## src/rtl/alu_pwr_pkg.sv

```systemverilog
`default_nettype none
// ============================================================================
// Module      : alu_pwr_pkg
// Description : Shared types and helpers for the ALU power sequencer.
// Revision    : 1.0 - initial release
// ============================================================================
package alu_pwr_pkg;

  // Width of the observable state encoding.
  localparam int PWR_STATE_W = 3;

  // Sequencer states; unused codes are illegal and recover to OFF.
  typedef enum logic [PWR_STATE_W-1:0] {
    OFF    = 3'd0,
    RAMP   = 3'd1,
    ON     = 3'd2,
    ISO_ON = 3'd3
  } pwr_state_t;

  // A zero-length wait phase is stretched to one cycle.
  function automatic int eff_cycles(input int cyc);
    return (cyc < 1) ? 1 : cyc;
  endfunction

endpackage
`default_nettype wire

```

## src/rtl/pwr_seq_timer.sv

```systemverilog
`default_nettype none
// ============================================================================
// Module      : pwr_seq_timer
// Description : Loadable down-counter that stops at zero; shared by the
//               isolation-setup and power-up wait phases.
// Revision    : 1.0 - initial release
// ============================================================================
module pwr_seq_timer #(
  parameter int CNT_W = 8
) (
  input  logic             clk,
  input  logic             rst_n,
  input  logic             load,
  input  logic [CNT_W-1:0] load_val,
  output logic             zero
);

  logic [CNT_W-1:0] count_q;
  logic [CNT_W-1:0] count_d;

  // Load on request, otherwise count down and hold at zero (never wraps).
  always_comb begin
    count_d = count_q;
    if (load) begin
      count_d = load_val;
    end else if (count_q != '0) begin
      count_d = count_q - 1'b1;
    end
  end

  // Counter register.
  always_ff @(posedge clk or negedge rst_n) begin
    if (!rst_n) begin
      count_q <= '0;
    end else begin
      count_q <= count_d;
    end
  end

  assign zero = (count_q == '0);

endmodule
`default_nettype wire

```

## src/rtl/alu_pwr_seq.sv

```systemverilog
`default_nettype none
// ============================================================================
// Module      : alu_pwr_seq
// Description : Power-sequencing controller for the power-gated ALU. Orders
//               isolation and power-switch control so that isolation always
//               covers any period where power is off or settling.
// Revision    : 1.0 - initial release
// ============================================================================
module alu_pwr_seq
  import alu_pwr_pkg::*;
#(
  parameter int ISO_SETUP_CYC = 2,
  parameter int PWR_UP_CYC    = 4,
  parameter int CNT_W         = 8
) (
  input  logic                   clk,
  input  logic                   rst_n,
  input  logic                   sleep_req,
  input  logic                   wake_req,
  input  logic                   alu_busy,
  output logic                   alu_pwr_en,
  output logic                   iso_en,
  output logic                   alu_ready,
  output logic                   sleep_done,
  output logic                   wake_done,
  output logic [PWR_STATE_W-1:0] pwr_state
);

  localparam int ISO_EFF = eff_cycles(ISO_SETUP_CYC);
  localparam int PWR_EFF = eff_cycles(PWR_UP_CYC);

  // The counter must be able to hold the longest phase length minus one.
  generate
    if ((longint'(ISO_EFF) >= (longint'(1) << CNT_W)) ||
        (longint'(PWR_EFF) >= (longint'(1) << CNT_W))) begin : g_cnt_w_check
      $error("alu_pwr_seq: CNT_W too small for ISO_SETUP_CYC/PWR_UP_CYC");
    end
  endgenerate

  // Counter ends a phase on its last cycle, so it is loaded with length-1.
  localparam logic [CNT_W-1:0] ISO_LOAD = CNT_W'(ISO_EFF - 1);
  localparam logic [CNT_W-1:0] PWR_LOAD = CNT_W'(PWR_EFF - 1);

  pwr_state_t       state_q;
  pwr_state_t       state_d;
  logic             sleep_done_q;
  logic             sleep_done_d;
  logic             wake_done_q;
  logic             wake_done_d;
  logic             tmr_load;
  logic [CNT_W-1:0] tmr_load_val;
  logic             tmr_zero;

  pwr_seq_timer #(
    .CNT_W (CNT_W)
  ) u_timer (
    .clk      (clk),
    .rst_n    (rst_n),
    .load     (tmr_load),
    .load_val (tmr_load_val),
    .zero     (tmr_zero)
  );

  // Next-state logic; wait phases are committed and ignore requests.
  always_comb begin
    state_d      = state_q;
    tmr_load     = 1'b0;
    tmr_load_val = '0;
    unique case (state_q)
      OFF: begin
        if (wake_req) begin
          state_d      = RAMP;
          tmr_load     = 1'b1;
          tmr_load_val = PWR_LOAD;
        end
      end
      RAMP: begin
        if (tmr_zero) begin
          state_d = ON;
        end
      end
      ON: begin
        // Never start isolating while an ALU operation is in flight;
        // a concurrent wake request cancels the sleep.
        if (sleep_req && !wake_req && !alu_busy) begin
          state_d      = ISO_ON;
          tmr_load     = 1'b1;
          tmr_load_val = ISO_LOAD;
        end
      end
      ISO_ON: begin
        if (tmr_zero) begin
          state_d = OFF;
        end
      end
      default: begin
        state_d = OFF;
      end
    endcase
    sleep_done_d = (state_q == ISO_ON) && (state_d == OFF);
    wake_done_d  = (state_q == RAMP)   && (state_d == ON);
  end

  // State and completion-pulse registers.
  always_ff @(posedge clk or negedge rst_n) begin
    if (!rst_n) begin
      state_q      <= OFF;
      sleep_done_q <= 1'b0;
      wake_done_q  <= 1'b0;
    end else begin
      state_q      <= state_d;
      sleep_done_q <= sleep_done_d;
      wake_done_q  <= wake_done_d;
    end
  end

  // Moore output decode from the state register; illegal codes look like OFF.
  always_comb begin
    alu_pwr_en = 1'b0;
    iso_en     = 1'b1;
    alu_ready  = 1'b0;
    unique case (state_q)
      RAMP:    alu_pwr_en = 1'b1;
      ON: begin
        alu_pwr_en = 1'b1;
        iso_en     = 1'b0;
        alu_ready  = 1'b1;
      end
      ISO_ON:  alu_pwr_en = 1'b1;
      default: alu_pwr_en = 1'b0;
    endcase
  end

  assign sleep_done = sleep_done_q;
  assign wake_done  = wake_done_q;
  assign pwr_state  = state_q;

endmodule
`default_nettype wire

```

## config.mk

```make
export PLATFORM = sky130hd
export DESIGN_NAME = alu_pwr_seq
export DESIGN_NICKNAME = d
export VERILOG_FILES = /design/src/rtl/alu_pwr_pkg.sv /design/src/rtl/pwr_seq_timer.sv /design/src/rtl/alu_pwr_seq.sv
export SDC_FILE = /design/constraint.sdc
export NUM_CORES = 1
export LEC_CHECK = 0
export ABC_CLOCK_PERIOD_IN_PS = 3700
export BUFFER_PORTS_ARGS = -buffer_cell sky130_fd_sc_hd__buf_2
export CAP_MARGIN = 20
export CORE_AREA = 5 5 42 44
export DETAILED_ROUTE_END_ITERATION = 8
export DIE_AREA = 0 0 47 49
export GPL_TIMING_DRIVEN = 0
export PLACE_DENSITY_LB_ADDON = 0.15
export SYNTH_ARGS = -nofsm -noshare
export SYNTH_HDL_FRONTEND = slang
export SYNTH_SLANG_ARGS = --single-unit
```

## constraint.sdc

```tcl
create_clock -name clk -period 3.7 [get_ports clk]
set_clock_uncertainty 0.1 [all_clocks]
set_input_delay 0.74 -clock clk [delete_from_list [all_inputs] [get_ports clk]]
set_output_delay 0.74 -clock clk [all_outputs]
set_load 0.005 [all_outputs]
```

==> metrics.md <==
| Metric | Value |
|---|---|
| Die ar. | `2300 µm²` |
| Total power | `0.543 mW` |
| Met2 WL | `around 640 µm` |
| CTS buffer count | `3` |
| Final ANT Viol Nets | `0` |
| Metal-1 WL | `approximately 650 µm` |
| Max-cap violations | `0` |
| CP startpoint kind | `flip-flop` |
| Slew headroom | `0.370` |
| Syn_nets | `75` |
| Crit Path Class | `flip-flop to flip-flop` |
| Final TNS setup | `0 ns` |
| Top sig layer | `met4` |
| Final Max Slew Viols | `0` |
| Max frequency | `438 MHz` |
| Gr usage total | `0.143` |
| Number of global-route vias before repair | `545` |
| CTS tree | `done` |
| Placed Area | `774 µm²` |
| Iteration-0 DRC Markers | `19` |
| Clock Path Buffers | `2` |
| Unrepaired setup endpoints after global routing | `no` |
| Period Utilization, post-route | `0.616` |
| Most common cell in the netlist | `dfrtp_1` |
| Ant diodes | `0` |
| Sw Share | `0.404` |
| Final Setup Violations | `0` |
| Worst IR drop on VDD | `0.354 mV` |
| CTS HTree Levels | `1` |
| Area leader, netlist | `dfrtp_1` |
| Critical Path AT | `2.34 ns` |
| Flop pwr share | `0.427` |
| Floorplan Core Area | `1400 µm²` |
| Multi-input logic area | `about 340 µm²` |
| Clk_lat worst skew | `0.28 ns` |
| Initial Util | `0.496` |
| Hold Crit Class | `input pin to asynchronous set/reset pin` |
| WP data required | `roughly 3.8 ns` |
| Outcome | `completed` |
| Synthesized area per cell | `slightly above 10 µm²` |
| Die W | `47 µm` |
| Post-CTS Setup Bufs | `0` |
| Global-route wire length before repair | `2440 µm` |
| Yosys top cell area share | `0.468` |
| Vias | `601` |
| Post-synth top cells | `13 x dfrtp_1, 7 x a21oi_1, 5 x o21ai_0` |
| Port Buf Inserts | `12` |
| Pwr dens | `678 nW/µm²` |
| Number of remaining DRC errors | `0` |
| Comb pwr share | `0.411` |
| Routed WL | `1420 µm` |
| Sw power | `0.219 mW` |
| I/O pin cnt | `13` |
| CTS clk-pin slew, worst paths | `0.08 ns` |
| Leakage | `roughly 0.37 nW` |
| Dpl ws | `1.49 ns` |
| Initial antenna violation count | `0` |
| Worst-path maximum fanout | `7` |
| Mapped Area | `694 µm²` |
| Area contributors post-synth | `dfrtp_1 47%, a21oi_1 5.0%, o21ai_0 3.6%` |
| Synth Flop Type | `dfrtp_1` |
| Core Rows | `14` |
| Seq/Total Area, Yosys | `0.468` |
| Final Hold Viols | `0` |
| Dpl hpwl | `about 1000 µm` |
| Ys Warns | `0` |
| Tightest Pin Transition | `0.932 ns` |
| Nature of the critical path endpoint | `flip-flop` |
| Clock sink count | `13` |
| Hold slack final | `between 0.2 and 0.25 ns` |
| Reg-to-reg slack, setup | `1.42 ns` |
| Final WS setup | `1.42 ns` |
| Yosys cell types | `33` |
| Post_cts resized | `0` |
| Nets | `between 90 and 100` |
| Final Cell Area | `801 µm²` |
| Syn Inst Count | `69` |
| Clock network fraction of design power | `0.162` |
| Final Wtd Congestion | `roughly 0.72` |
| Wire length on met3 | `103 µm` |
| CTS hold repair buffers | `0` |
| Layout area overhead | `15.3%` |
| Routed length per placed instance | `about 14 µm` |
| Pre-Repair DR Iteration Count | `4` |
| P_int | `0.324 mW` |
| #FFs+latches synth | `13` |
| Die Y | `a little under 50 µm` |
| Global route total overflow | `0` |
| Layout cells sized above 1 | `0.224` |
| Asr flop ratio synth | `1.00` |
| Post-DR vias/cell | `5.95` |
| Fillcell total | `142` |
| Root Driver | `clkbuf_4` |
| Post-synth EDFFs | `0` |
| Largest net degree at the start of global routing | `14` |
| Reg area | `approximately 330 µm²` |
| Final min period | `roughly 2.3 ns` |
==> cell type report <==
type | count | area share
Multi-Input combinational cell | 50 | 0.422
Inverter | 4 | 0.0188
Timing Repair Buffer | 12 | 0.0750
Buffer | 2 | 0.0203
Tap cell | 16 | 0.0250
Clock buffer | 4 | 0.0328
Sequential cell | 13 | 0.406
==> cells in the final DEF, fill, tap and decap left out, drive strengths merged, types with 3 or more instances in the layout <==
cell,n
o21ai,5
clkbuf,4
nor2,4
a21oi,7
nor4,3
buf,14
dfrtp,13
inv,4
==> metal layers <==
metal  up-vias  GRT usage
met5         -          0
met4         0     0.0691
met3         5     0.0369
met2        19      0.206
met1       287      0.195
li1        290          -
==> cells by family (layout without fill, tap and decap cells) <==
kind of cell	count (synthesis)	after routing	share of synthesized area
AOI/OAI and AO/OA	20	20	0.182
buffers and inverters	6	22	0.0450
other	1	1	0.00540
and+or+nand+nor	28	28	0.281
DFF	13	13	0.468
adders and majority gates	1	1	0.0180
==> power by group through the flow <==
stage | Sequential (mW) | Combinational, mW | Clock [mW]
2_1_floorplan | 0.219 | 0.174 | 0
3_3_place_gp | 0.231 | 0.217 | 0
3_5_place_dp | 0.233 | 0.221 | 0
4_1_cts | 0.230 | 0.223 | 0.0899
5_1_grt | 0.239 | 0.246 | 0.0970
6_report | 0.232 | 0.223 | 0.0877
==> path summary, 6_finish.rpt <==
check | from | end | cells after the start
worst max-delay path | u_timer.count_q[0]$_DFFE_PN0P_ | pwr_state[1]$_DFF_PN0_ | 5
worst min-delay path | rst_n | u_timer.count_q[2]$_DFFE_PN0P_ | 1
worst max register to register | u_timer.count_q[0]$_DFFE_PN0P_ | pwr_state[1]$_DFF_PN0_ | 5
worst min register to register | u_timer.count_q[4]$_DFFE_PN0P_ | u_timer.count_q[4]$_DFFE_PN0P_ | 2
max in group asynchronous | rst_n | u_timer.count_q[6]$_DFFE_PN0P_ | 1
min in group clk | u_timer.count_q[4]$_DFFE_PN0P_ | u_timer.count_q[4]$_DFFE_PN0P_ | 2
==> metrics by stage <==
stage	utilization	cells
2_1_floorplan	-	69
3_3_place_gp	0.553	97
3_5_place_dp	0.553	97
4_1_cts	0.571	101
5_1_grt	0.571	101
6_report	0.571	101
==> state kept, by name, indices dropped and copies added (netlist names) <==
name and flops:
sleep_done 1, wake_done 1, u_timer.count_q 8, pwr_state 3
==> critical path, stage by stage, from the launching register on <==
cell and delay (ns):
dfrtp_1 0.46, inv_1 0.10, ha_1 0.25, nor4b_1 0.78, a311oi_1 0.20, or2_1 0.27
(Power assumes the default switching activity.)
